File: config.mk
export PLATFORM = sky130hd
export DESIGN_NAME = pattern_stream_accumulator
export DESIGN_NICKNAME = d
export VERILOG_FILES = /design/src/rtl/pattern_stream_pkg.sv /design/src/rtl/pattern_stream_accumulator_window.sv /design/src/rtl/pattern_stream_accumulator.sv
export SDC_FILE = /design/constraint.sdc
export NUM_CORES = 1
export LEC_CHECK = 0
export CORE_MARGIN = 5
export CORE_UTILIZATION = 56
export CTS_CLUSTER_SIZE = 10
export DETAILED_ROUTE_END_ITERATION = 10
export PLACE_DENSITY = 0.9
export SYNTH_ARGS = -nofsm -noshare
export SYNTH_HDL_FRONTEND = slang
export SYNTH_SLANG_ARGS = --single-unit
File: constraint.sdc
create_clock -name Clk -period 12 [get_ports Clk]
set_input_delay 2.4 -clock Clk [delete_from_list [all_inputs] [get_ports Clk]]
set_output_delay 2.4 -clock Clk [all_outputs]
set_load 0.02 [all_outputs]
File: src/rtl/pattern_stream_pkg.sv
// pattern_stream_pkg: shared FSM state type and saturating add for the pattern stream accumulator
package pattern_stream_pkg;
  typedef enum logic [1:0] {PS_IDLE, PS_ACCUM, PS_REPORT} ps_state_t;
  // Returns {overflow, clamped sum}; all operands zero-extended to 32 bits, so max must fit in 32 bits.
  function automatic logic [32:0] sat_add(input logic [31:0] acc, input logic [31:0] inc, input logic [31:0] max);
    logic [32:0] sum;
    sum = {1'b0, acc} + {1'b0, inc};
    return (sum > {1'b0, max}) ? {1'b1, max} : sum;
  endfunction
endpackage

File: src/rtl/pattern_stream_accumulator_window.sv
// window_match_count: counts pattern matches in the top NUM_WIN windows of a vector
//   vec_i   : vector, MSB is earliest bit; window i is vec_i[VEC_WIDTH-1-i -: PATTERN_WIDTH]
//   pat_i   : pattern compared against each window
//   en_i    : per-window enable, bit i gates window i
//   count_o : number of enabled matching windows
module window_match_count #(
  parameter int VEC_WIDTH     = 10,
  parameter int PATTERN_WIDTH = 3,
  parameter int NUM_WIN       = 8,
  localparam int CW           = $clog2(NUM_WIN + 1)
) (
  input  logic [VEC_WIDTH-1:0]     vec_i,
  input  logic [PATTERN_WIDTH-1:0] pat_i,
  input  logic [NUM_WIN-1:0]       en_i,
  output logic [CW-1:0]            count_o
);
  always_comb begin
    count_o = '0;
    for (int i = 0; i < NUM_WIN; i++)
      count_o = count_o + CW'(en_i[i] && (vec_i[VEC_WIDTH-1-i -: PATTERN_WIDTH] == pat_i));
  end
endmodule

File: src/rtl/pattern_stream_accumulator.sv
// pattern_stream_accumulator: counts pattern occurrences across a framed word stream, one total per frame
//   Clk/Rst                   : clock, synchronous active-high reset
//   InValid/InReady/InData/InLast : input word stream, beat = InValid & InReady, MSB earliest
//   Pattern                   : pattern, taken from the first beat of each frame
//   OutValid/OutReady/OutCount/OutSat : frame total with saturation flag, held until accepted
module pattern_stream_accumulator
  import pattern_stream_pkg::*;
#(
  parameter int DATA_WIDTH    = 32,
  parameter int PATTERN_WIDTH = 3,
  parameter int COUNT_WIDTH   = 16
) (
  input  logic                     Clk,
  input  logic                     Rst,
  input  logic                     InValid,
  output logic                     InReady,
  input  logic [DATA_WIDTH-1:0]    InData,
  input  logic                     InLast,
  input  logic [PATTERN_WIDTH-1:0] Pattern,
  output logic                     OutValid,
  input  logic                     OutReady,
  output logic [COUNT_WIDTH-1:0]   OutCount,
  output logic                     OutSat
);
  localparam int BW = $clog2(DATA_WIDTH + 1);
  localparam logic [31:0] MAX = 32'((64'd1 << COUNT_WIDTH) - 64'd1);
  // The first beat has no predecessor, so windows reaching into the carry bits are disabled.
  localparam logic [DATA_WIDTH-1:0] FIRST_EN = {DATA_WIDTH{1'b1}} << (PATTERN_WIDTH - 1);
  if (PATTERN_WIDTH < 2 || PATTERN_WIDTH > DATA_WIDTH) begin : g_bad_pattern
    $error("PATTERN_WIDTH must be in 2..DATA_WIDTH");
  end
  ps_state_t                state_q, state_d;
  logic [PATTERN_WIDTH-1:0] pat_q, pat_d, pat_eff;
  logic [PATTERN_WIDTH-2:0] carry_q, carry_d;
  logic [COUNT_WIDTH-1:0]   acc_q, acc_d, cnt_q, cnt_d, sum;
  logic                     sat_q, sat_d, osat_q, osat_d, first, beat, ovf;
  logic [BW-1:0]            beat_cnt;
  logic [32:0]              sum_full;
  assign first    = state_q == PS_IDLE;
  assign InReady  = state_q != PS_REPORT;
  assign OutValid = state_q == PS_REPORT;
  assign OutCount = cnt_q;
  assign OutSat   = osat_q;
  assign beat     = InValid && InReady;
  assign pat_eff  = first ? Pattern : pat_q;
  window_match_count #(
    .VEC_WIDTH    (DATA_WIDTH + PATTERN_WIDTH - 1),
    .PATTERN_WIDTH(PATTERN_WIDTH),
    .NUM_WIN      (DATA_WIDTH)
  ) u_win (
    .vec_i  ({carry_q, InData}),
    .pat_i  (pat_eff),
    .en_i   (first ? FIRST_EN : {DATA_WIDTH{1'b1}}),
    .count_o(beat_cnt)
  );
  assign sum_full = sat_add(32'(acc_q), 32'(beat_cnt), MAX);
  assign sum      = sum_full[COUNT_WIDTH-1:0];
  // Clamped value never exceeds MAX, so the bits above COUNT_WIDTH are zero unless overflow set bit 32.
  assign ovf      = |sum_full[32:COUNT_WIDTH];
  always_comb begin
    state_d = state_q;
    pat_d   = pat_q;
    carry_d = carry_q;
    acc_d   = acc_q;
    sat_d   = sat_q;
    cnt_d   = cnt_q;
    osat_d  = osat_q;
    if (beat) begin
      carry_d = InData[PATTERN_WIDTH-2:0];
      acc_d   = sum;
      sat_d   = (!first && sat_q) || ovf;
      pat_d   = pat_eff;
      state_d = InLast ? PS_REPORT : PS_ACCUM;
      if (InLast) begin
        cnt_d  = sum;
        osat_d = (!first && sat_q) || ovf;
      end
    end
    if (OutValid && OutReady) begin
      state_d = PS_IDLE;
      carry_d = '0;
      acc_d   = '0;
      sat_d   = 1'b0;
    end
  end
  always_ff @(posedge Clk) begin
    if (Rst) begin
      state_q <= PS_IDLE;
      pat_q   <= '0;
      carry_q <= '0;
      acc_q   <= '0;
      sat_q   <= 1'b0;
      cnt_q   <= '0;
      osat_q  <= 1'b0;
    end else begin
      state_q <= state_d;
      pat_q   <= pat_d;
      carry_q <= carry_d;
      acc_q   <= acc_d;
      sat_q   <= sat_d;
      cnt_q   <= cnt_d;
      osat_q  <= osat_d;
    end
  end
endmodule

## Word level (Yosys, flattened, before mapping)

Index checks and enable logic that the tools add are counted.

| word-level totals | value |
|---|---|
| input port bits | 40 |
| bits in registers | 41 |
| logic and storage cells | 119 |

| cells by class | value |
|---|---|
| reductions and logical operators | 41 |
| $add $sub $neg | 32 |
| $lt $le $gt $ge | 1 |
| multiplexer cells | 4 |
| equality and inequality tests | 34 |

Operator list:

| cell | count |
|---|---|
| $add 6x1->6 | 30 |
| $eq 3x3->1 | 32 |
| $mux 33 | 1 |
| $logic_and 1x1->1 const A | 30 |
| $add 16x6->17 | 1 |
| $gt 17x16->1 const B | 1 |
| $reduce_or 17->1 | 1 |
| $logic_and 1x1->1 | 5 |
| $mux 2 | 2 |
| $mux 3 | 1 |
| $add 1x1->2 | 1 |
| $eq 2x2->1 const B | 1 |
| $logic_not 2->1 | 1 |
| $ne 2x2->1 const B | 1 |
| $reduce_and 2->1 | 1 |
| $reduce_or 2->1 | 1 |
| $logic_not 1->1 | 1 |
| $logic_or 1x1->1 | 1 |

## Logic depth before layout (Yosys ltp)

| logic depth | value |
|---|---|
| depth after elaboration | 40 |
| mapped depth | 28 |

## Modules after synthesis

From an unflattened synthesis, not the netlist that was laid out.

| second synthesis, totals | value |
|---|---|
| cell total of the unflattened synthesis | 451 |
| area, all modules | 3987.6 um^2 |

Modules (own cells, without submodules):

| module | cells an instance | times used | sequential area each (um^2) | area an instance (um^2) |
|---|---|---|---|---|
| pattern_stream_accumulator | 236 | 1 | 820.8 | 2029.4 |
| window_match_count | 215 | 1 | 0.0 | 1958.1 |

## Worst setup path after synthesis

No wires, ideal clock.

| timing path | value |
|---|---|
| path type | input port to flip-flop |
| start point | input Pattern[2] |
| end point | register acc_q[11] |
| path buffers | 2 |
| stages | 27 |
| data arrival time | 9.238 ns |
| required time | 11.905 ns |
| path slack | 2.667 ns |
| setup time | 0.095 ns |
| path through | mux2i_1 clkbuf_1 xor2_1 nand3_1 fa_1 inv_1 fa_1 inv_1 fa_1 fa_1 fa_1 inv_1 fa_1 fa_1 inv_1 fa_1 inv_1 a21o_1 a21oi_1 xnor2_1 ha_1 and3_2 o21ai_2 a2111oi_4 buf_6 o21ai_0 a221oi_1 |

| between the ends | value |
|---|---|
| word-level cells in the longest chain between the ends | 37 |
| elaborated cells between the ends (all ways) | 99 |

Ends and longest elaborated chain:

| what | RTL line | text |
|---|---|---|
| from (decl) | pattern_stream_accumulator.sv:19 | `input logic [PATTERN_WIDTH-1:0] Pattern,` |
| $mux 3 (*) | pattern_stream_accumulator.sv:45 | `assign pat_eff = first ? Pattern : pat_q;` |
| $eq 3x3->1 | pattern_stream_accumulator_window.sv:20 | `count_o = count_o + CW'(en_i[i] && (vec_i[VEC_WIDTH-1-i -: PATTERN_WIDTH] == pat_i));` |
| $logic_and 1x1->1 | pattern_stream_accumulator_window.sv:20 |  |
| $add 1x1->2 | pattern_stream_accumulator_window.sv:20 |  |
| $add 6x1->6 (29 in series) | pattern_stream_accumulator_window.sv:20 |  |
| $add 6x1->6 (*) | pattern_stream_accumulator_window.sv:20 |  |
| $add 16x6->17 (*) | pattern_stream_pkg.sv:7 | `sum = {1'b0, acc} + {1'b0, inc};` |
| $gt 17x16->1 | pattern_stream_pkg.sv:8 | `return (sum > {1'b0, max}) ? {1'b1, max} : sum;` |
| $mux 33 (*) | pattern_stream_pkg.sv:8 |  |
| to (signal assigned) | pattern_stream_accumulator.sv:91 | `acc_q <= '0;` |
| to (signal assigned) | pattern_stream_accumulator.sv:99 | `acc_q <= acc_d;` |
| to (decl) | pattern_stream_accumulator.sv:35 | `logic [COUNT_WIDTH-1:0] acc_q, acc_d, cnt_q, cnt_d, sum;` |

Every way passes the cells marked *; elsewhere a longest branch is shown, timed or not.
A chain may end at the register's enable or synchronous reset.

## Worst setup path in the final report

| timing path | value |
|---|---|
| start point | input Pattern[1] |
| end point | register cnt_q[13] (netlist: OutCount[13]) |

| between the ends | value |
|---|---|
| word-level cells in the longest chain between the ends | 37 |
| elaborated cells between the ends (all ways) | 99 |

Ends and longest elaborated chain:

| what | RTL line | text |
|---|---|---|
| $mux 3 (*) | pattern_stream_accumulator.sv:45 |  |
| $eq 3x3->1 | pattern_stream_accumulator_window.sv:20 |  |
| $logic_and 1x1->1 | pattern_stream_accumulator_window.sv:20 |  |
| $add 1x1->2 | pattern_stream_accumulator_window.sv:20 |  |
| $add 6x1->6 (29 in series) | pattern_stream_accumulator_window.sv:20 |  |
| $add 6x1->6 (*) | pattern_stream_accumulator_window.sv:20 |  |
| $add 16x6->17 (*) | pattern_stream_pkg.sv:7 |  |
| $gt 17x16->1 | pattern_stream_pkg.sv:8 |  |
| $mux 33 (*) | pattern_stream_pkg.sv:8 |  |
| to (signal assigned) | pattern_stream_accumulator.sv:101 | `cnt_q <= cnt_d;` |
| to (decl) | pattern_stream_accumulator.sv:35 |  |

Marked as above.

==> impl_metrics.env <==
export IMPL_outcome="complete, no violations"
export IMPL_tightest_slew_ns=1.12
export IMPL_synth_warnings=0
export IMPL_regToRegSetupSlack_ns=2.69
export IMPL_row_count=31
export IMPL_final_cell_mix="xor2_1, clkdlybuf4s50_1, dfxtp_1, nor2_1"
export IMPL_clock_latency_ns=0.30
export IMPL_final_max_slew_violation_count=0
export IMPL_postCtsSetupBuffers=0
export IMPL_layout_cells_most_common="xor2_1"
export IMPL_cpMostUsedCell="fa_1"
export IMPL_rr_startpoint="state_q[1]"
export IMPL_cts_root_buf="clkbuf_8"
export IMPL_cts_sinks=41
export IMPL_place_inst=591
export IMPL_slowest_delay_ns=0.85
export IMPL_grt_max_degree=31
export IMPL_fin_worst_skew_ns=0.00322
export IMPL_die_width_um=94.8
export IMPL_initial_core_util_pct=56.5
export IMPL_min_period_ns=10.67
export IMPL_placed_area_um2=4610
export IMPL_endpoint_kind="flop"
export IMPL_rsz0062_at_grt="no"
export IMPL_n_antenna_cell=0
export IMPL_firstDrtPassIters=5
export IMPL_syn_area_um2=4030
export IMPL_drive_gt1_share_pct=5.00
export IMPL_drc=0
export IMPL_whs_endpoint="carry_q[1]"
export IMPL_cpMaxStageDelayCell="mux2i_4"
export IMPL_crit_type="input pin to flop"
export IMPL_synthCells=456
export IMPL_ff2ff_path_depth=25
export IMPL_dieHeight_um=94.8
export IMPL_pin_count=59
export IMPL_wire_per_inst_um=16.1
export IMPL_syn_avg_cell_area_um2=8.84
export IMPL_whs_ns=0.487
export IMPL_slew_headroom_pct=23.7
export IMPL_core_um2=7140
export IMPL_synthTopCellsByArea="dfxtp_1, xor2_1, fa_1"
export IMPL_postSynth_asyncResetShare_pct=0
export IMPL_start_kind="input pin"
export IMPL_dpl_hpwl_um=7310
export IMPL_synth_seq_cells=41
export IMPL_finalWirelength_um=9670
export IMPL_gr_total_overflow=0
export IMPL_postCtsHoldBufs=0
export IMPL_worstPathMaxFanout=25
export IMPL_grt_pass1_vias=3522
export IMPL_worstHoldStart="carry_q[1]"
export IMPL_worstHoldPathCells=2
export IMPL_fin_setup_tns_ns=0
export IMPL_fmax_mhz=93.7
export IMPL_synth_edf_count=0
export IMPL_ys_seq_area_share_pct=20.4
export IMPL_min_path_type="flop to flop"
export IMPL_ir_drop_uv=167
export IMPL_critPathArrivalTime_ns=10.87
export IMPL_gp_congestion=0.906
export IMPL_synthFlopType="dfxtp_1"
export IMPL_cts_tree="yes"
export IMPL_ant_nets=0
export IMPL_crit_family="adder cells"
export IMPL_cts_resized=0
export IMPL_viasPerCell=5.67
export IMPL_layout_nets=578
export IMPL_synth_top_cell_by_area="dfxtp_1"
export IMPL_dieArea_um2=9000
export IMPL_synth_fp_nets=535
export IMPL_drt_iter0_markers=166
export IMPL_final_cell_count_no_fill=599
export IMPL_cts_reportedPaths_clkPinSlew_ns=0.08
export IMPL_syn_to_final_growth_pct=17.7
export IMPL_hold_viol_final=0
export IMPL_post_route_cell_area_um2=4750
export IMPL_min_period_over_period_pct=88.9
export IMPL_synth_top_area_share_pct=20.4
export IMPL_via_count=3397
export IMPL_grt_use_total_pct=22.1
export IMPL_maxCapViolCount=0
export IMPL_clk_path_buf_depth=2
export IMPL_cp_buffers_inverters=5
export IMPL_power_leakage_nw=1.85
export IMPL_setup_violations=0
export IMPL_cts_htree_levels=2
export IMPL_worstPathRequired_ns=12.19
export IMPL_cts_made_buffers=5
export IMPL_reg2reg_to="OutCount[13]"
export IMPL_antenna_found_initial=0
export IMPL_grt_pass1_wl_um=16100
export IMPL_numPortBuffers=58
export IMPL_power_density_nw_per_um2=231
export IMPL_ys_types=58
[worst register-to-register path, delay by kind of cell, from the launching register on]
family,cells,cell delay [ns]
xor gates and xnor gates,2,0.26
buffers and inverters,4,0.53
and+or+nand+nor,4,1.30
AOI/OAI and AO/OA,5,1.65
DFF,1,0.34
muxes,1,1.04
adders and majority gates,9,4.10
[power breakdown]
part           internal, mW  switching, mW
Clock                0.0826         0.0490
Combinational         0.349          0.450
Sequential            0.154         0.0116
Total                 0.585          0.511
[registers in the layout, summed over array words and instances, names as in the netlist]
register	flops
state_q	2
pat_q	3
carry_q	2
OutSat	1
acc_q	16
OutCount	16
sat_q	1
[stage by stage]
stage / power [mW] / util (%) / setup slack [ns]
CTS: 1.10 / 66.5 / 1.38
global placement: 0.921 / 64.6 / 1.36
floorplan: 0.758 / - / 2.67
detailed placement: 0.969 / 64.6 / 1.08
global route: 1.21 / 66.5 / 0.880
finish: 1.10 / 66.5 / 1.33
[worst max-delay path by stage]
stage / startpoint / to / slack, ns / cells past startpoint
detailed placement: Pattern[1] / OutCount[13] / 1.08 / 25
global placement: Pattern[1] / OutCount[13] / 1.36 / 25
floorplan: Pattern[2] / acc_q[11] / 2.67 / 27
CTS: Pattern[1] / OutCount[13] / 1.38 / 25
finish: Pattern[1] / OutCount[13] / 1.33 / 25
global route: Pattern[1] / OutCount[7] / 0.88 / 25
[synthesized netlist by cell type, types with 2 or more instances]
master / number
inv_1: 38
o21ai_0: 4
xor2_1: 67
clkbuf_1: 7
nor4_1: 4
buf_1: 2
xnor2_1: 38
buf_6: 5
nand2b_1: 4
a311oi_1: 8
a21oi_1: 17
a31oi_1: 2
a21o_1: 5
nand3_1: 26
and3_1: 2
buf_4: 2
o21ai_2: 2
a21boi_0: 2
buf_2: 6
nand2_1: 12
nand4_1: 2
mux2i_1: 6
a2111oi_4: 2
nor2b_1: 3
nor3_1: 16
and2_1: 3
a211oi_1: 21
ha_1: 14
dfxtp_1: 41
nor3b_1: 2
nor2_1: 40
fa_1: 25
o21a_1: 3
[area by class of cell]
cell class,instances,area [um^2]
sequential,41,821
multi-input combinational,352,2920
clock inverter,3,65.1
timing repair buffer,61,603
fill,559,2390
clock buffer,5,68.8
inverter,38,143
tap,99,124
[metal layers]
metal / GRT usage, % / wire length, um / up-vias
met2: 39.4 / 4800 / 125
met1: 27.8 / 4150 / 1613
li1: - / - / 1634
met3: 2.63 / 517 / 25
met5: 0 / 0 / -
met4: 6.73 / 201 / 0
[cells by family (layout without fill, tap and decap cells)]
family                   Yosys count  count (layout)  synth area share, %
multiplexers                       6               6                 1.49
XOR/XNOR                         105             105                 22.8
AND/OR/NAND/NOR                  123             123                 15.3
adder cells (fa/ha/maj)           39              39                 16.8
buffers and inverters             63             107                 8.10
flip-flops                        41              41                 20.4
AO/OA/AOI/OAI                     79              79                 15.1
Note: power is estimated with default switching activity, not from simulation.
==> edit 1 (config.mk and constraints unchanged) <==
`PATTERN_WIDTH` is set to 3 in 2 places; all go to 2.
--- a/src/rtl/pattern_stream_accumulator_window.sv
+++ b/src/rtl/pattern_stream_accumulator_window.sv
@@ -6,5 +6,5 @@
 module window_match_count #(
   parameter int VEC_WIDTH     = 10,
-  parameter int PATTERN_WIDTH = 3,
+  parameter int PATTERN_WIDTH = 2,
   parameter int NUM_WIN       = 8,
   localparam int CW           = $clog2(NUM_WIN + 1)
--- a/src/rtl/pattern_stream_accumulator.sv
+++ b/src/rtl/pattern_stream_accumulator.sv
@@ -8,5 +8,5 @@
 #(
   parameter int DATA_WIDTH    = 32,
-  parameter int PATTERN_WIDTH = 3,
+  parameter int PATTERN_WIDTH = 2,
   parameter int COUNT_WIDTH   = 16
 ) (
Interface: changed (resized Pattern); port bits go from 59 to 58. No check against the original RTL was run, so the function may have changed too.
==> edit 1 against the original RTL <==
Sequential cell count shrank 2. Sequential share of layout area grew 1.6 points. Worst setup slack better by 0.070 ns. Critical path depth is 2 higher. Synthesized area decreased by 15%. Critical endpoint is now acc_q[12]. Synthesized cell count fell by 13%. Design area is 13% lower. Routed wire length is 12% lower. Hold slack lost 0.017 ns.
Power is not shown: default switching activity piles up to over one toggle a cycle in this logic, so the estimate is an artifact.
==> edit 1: results (changes against the original RTL) <==
Layout
  • Clock tree buffer count of the final layout: 7 (+2)
  • Buffering overhead: 0.141 (+0.0143)
  • Area occupied by registers: 781 um2 (-4.9%)
  • Count of flip-flops and latches: 39 (-4.9%)
  • Final standard cell utilization of the core: 0.695 (+0.0304)
  • Multi-input gate count: 301 (-14%)
  • Clock distribution area overhead in the final layout: 0.0196 (-0.00857)

Logic synthesis
  • Commonest cells in the netlist: xor2_1 (48), nor2_1 (42), inv_1 (40)
  • Post-Syn Nets: 476 (-11%)
  • Adder-cell area share of the yosys netlist: 0.197 (+0.0293)
  • Share of the synthesized area in compound gates (AO/OA/AOI/OAI): 0.170 (+0.0185)

Setup path
  • Worst Setup EP: acc_q[12]
  • Maximum fanout count along the critical path: 32 (+28%)
  • Register-to-Register Setup Slack: 2.93 ns (+0.24 ns)

STA
  • Clock skew: 0.00748 ns (+0.00425 ns)
  • Worst hold slack after final layout: 0.470 ns (-0.0171 ns)
  • Max_slew headroom: 0.250 (+0.0129)

Place
  • HPWL after DPL: 6790 um (-7.1%)
  • Setup Slack @ Placement: 1.23 ns (+0.151 ns)
  • Cell Count Post-Placement: 515 (-13%)
  • Area of placed instances: 4060 um2 (-12%)

Worst hold path
  • Worst hold start: carry_q

Global routing
  • Met3 global-route usage: 0.0456 (+0.0193)
  • Overall Global Routing Usage: 0.232 (+0.0113)
  • Vias in the first global route: 3057 (-13%)

Detailed routing
  • Routed wirelength normalized by instance count: 16.3 um (+1.2%)
  • Starting DRC count in detailed routing: 131 (-21%)

Run status
  • Run status: complete, no violations
[edit 1: cell count changes after synthesis, sizes merged, moves of 4 or more]
cell   delta
buf       -9
nand2    +24
nand3    -22
nor3     -14
nor4      -4
xnor2     -9
xor2     -19
[edit 1: worst max-delay path: stages]
cell,delay [ns]
clkdlybuf4s50_1,0.44
mux2i_4,0.14
buf_4,0.45
xnor2_1,0.18
nor2_1,0.07
ha_1,0.28
inv_1,0.06
fa_1,0.50
fa_1,0.53
fa_1,0.54
fa_1,0.53
fa_1,0.56
inv_1,0.06
fa_1,0.51
fa_1,0.47
inv_1,0.08
fa_1,0.20
inv_1,0.05
a21o_1,0.16
a21oi_1,0.18
xnor2_1,0.09
ha_1,0.34
nand3_1,0.10
o21bai_1,0.27
a21oi_1,0.93
nor2_1,0.27
a311oi_1,0.37
[edit 1: layer usage]
metal | part of all wire | vias to the layer above
met2 | 0.49 | 81
met5 | 0 | -
met4 | 0.017 | 0
met1 | 0.43 | 1396
li1 | - | 1416
met3 | 0.063 | 20
==> edit 2 (config.mk and constraints unchanged) <==
Made on the original files. Reset style: asynchronous (`Rst`), changed in one clocked block. Comments in the files are not updated.
--- a/src/rtl/pattern_stream_accumulator.sv
+++ b/src/rtl/pattern_stream_accumulator.sv
@@ -84,5 +84,5 @@
     end
   end
-  always_ff @(posedge Clk) begin
+  always_ff @(posedge Clk or posedge Rst) begin
     if (Rst) begin
       state_q <= PS_IDLE;
Check against the original RTL: not equivalent (Yosys sat finds a counterexample within 4 cycles, from zero or initial values and one cycle with Rst high; the reset may be asserted at any time).
==> edit 2 against the original RTL <==
Design area rose by 2.3%. Critical path type unchanged. Routed wire length grew 4.0%. Synthesized area rose by 1.6%. Worst setup slack improved by 0.38 ns. Synthesized cell count decreased by 2.4%. Count of clock-buffer cells in the layout is 1 higher. Critical endpoint is now OutCount[4]. Core utilization grew 1.2 points. Sequential cell count did not move. Highest routed layer unchanged. First-iteration DRC count up 20%. Via count grew 0.26%.
Power is left out: the tool's default activity adds up to more than one toggle a clock period on the data nets, which glitch-free logic cannot reach.
==> edit 2: results (changes against the original RTL) <==
Run status
  • Run status: complete, no violations

Clock network
  • TritonCTS buffer count: 5 (unchanged)
  • H-tree depth: 2 (unchanged)

Logic synthesis
  • Top FF cell, synth: dfrtp_1
  • Number of library cell types mapped by synthesis: 48 (-17%)
  • Commonest cells in the netlist: xor2_1 (72), dfrtp_1 (41), inv_1 (39)
  • Main area contributors after synthesis: dfrtp_1 (25%), xor2_1 (15%), fa_1 (12%)
  • Gate count after technology mapping: 445 (-2.4%)
  • Multiplexer fraction of the synthesized cell area: 0.0241 (+0.00925)
  • Async set-reset flop share out of synthesis: 1.00 (+1.00)
  • Sequential fraction of the synthesis area: 0.251 (+0.0470)
  • Adder-cell area share of the yosys netlist: 0.168 (+0.000495)
  • Post-synthesis xor/xnor area fraction: 0.227 (-0.00135)
  • Share of the synthesized area in compound gates (AO/OA/AOI/OAI): 0.161 (+0.00991)
  • Post-Syn Nets: 525 (-1.9%)

Global routing
  • Overall Global Routing Usage: 0.230 (+0.00887)
  • Vias in the first global route: 3458 (-1.8%)
  • Pin count of the biggest net entering global routing: 42 (+35%)
  • First-pass GRT wire length: 16400 um (+1.6%)

Place
  • HPWL after DPL: 7930 um (+8.5%)
  • Routability congestion estimate from global placement: 0.908 (+0.17%)
  • Cell Count Post-Placement: 590 (-0.17%)
  • Area of placed instances: 4760 um2 (+3.3%)

Setup path
  • Delay of the slowest critical-path stage: 0.87 ns (+0.02 ns)
  • Critical R2R Launch: state_q[1]
  • Data arrival time of the critical path: 10.49 ns (-0.38 ns)
  • Maximum fanout count along the critical path: 27 (+8.0%)

Detailed routing
  • Routed wire length: 10100 um (+4.0%)
  • Starting DRC count in detailed routing: 199 (+20%)
  • Via count: 3406 (+0.26%)

STA
  • Max_slew headroom: 0.212 (-0.0253)
  • Clock skew: 0.0122 ns (+0.00896 ns)

Layout
  • Post-Layout Cell Count: 597 (-0.33%)
## edit 2: routing by layer
metal	vias up	track usage	wire length, um
li1	1614	-	-
met1	1623	0.285	4250
met2	143	0.395	4860
met3	26	0.0521	651
met4	0	0.0770	293
met5	-	0	0
## edit 2: worst paths after layout
kind / endpoint / slack (ns) / depth (start not counted)
min in group asynchronous: OutCount[0] / 2.51 / 3
min: OutCount[0] / 0.49 / 2
max: OutCount[4] / 1.71 / 25
min reg2reg: OutCount[0] / 0.49 / 2
max reg2reg: OutCount[4] / 3.34 / 25
max in group asynchronous: acc_q[12] / 9.12 / 3
## edit 2: critical path: cells and delay by family
| family | cells | cell delay [ns] |
|---|---|---|
| xor+xnor | 2 | 0.32 |
| simple gates | 1 | 0.13 |
| fa+ha+maj | 9 | 4.07 |
| mux | 2 | 1.18 |
| buf+inv | 5 | 0.94 |
| compound gates | 6 | 1.43 |
## edit 2: cells by family after synthesis
kind of cell	count (synthesis)
xor+xnor	106
compound gates	99
simple gates	95
buf+inv	56
flops	41
fa+ha+maj	40
mux	8
## edit 2: stage by stage
| stage | hold slack, ns | util | worst slack (ns) |
|---|---|---|---|
| after global placement | 0.464 | 0.664 | 1.70 |
| after detailed placement | 0.479 | 0.664 | 1.42 |
| after global routing | 0.517 | 0.677 | 1.24 |
| after CTS | 0.497 | 0.677 | 1.73 |
| after floorplan | 0.456 | - | 3.04 |
| final | 0.494 | 0.677 | 1.71 |
## edit 2: cell type report
cell class / count / area (um2) / share of cell area
Multi-Input combinational cell: 348 / 2850 / 0.588
Sequential cell: 41 / 1030 / 0.211
Timing Repair Buffer: 62 / 611 / 0.126
Inverter: 40 / 150 / 0.0309
Tap cell: 99 / 124 / 0.0255
Clock buffer: 6 / 82.6 / 0.0170
Clock inverter: 1 / 7.51 / 0.00155
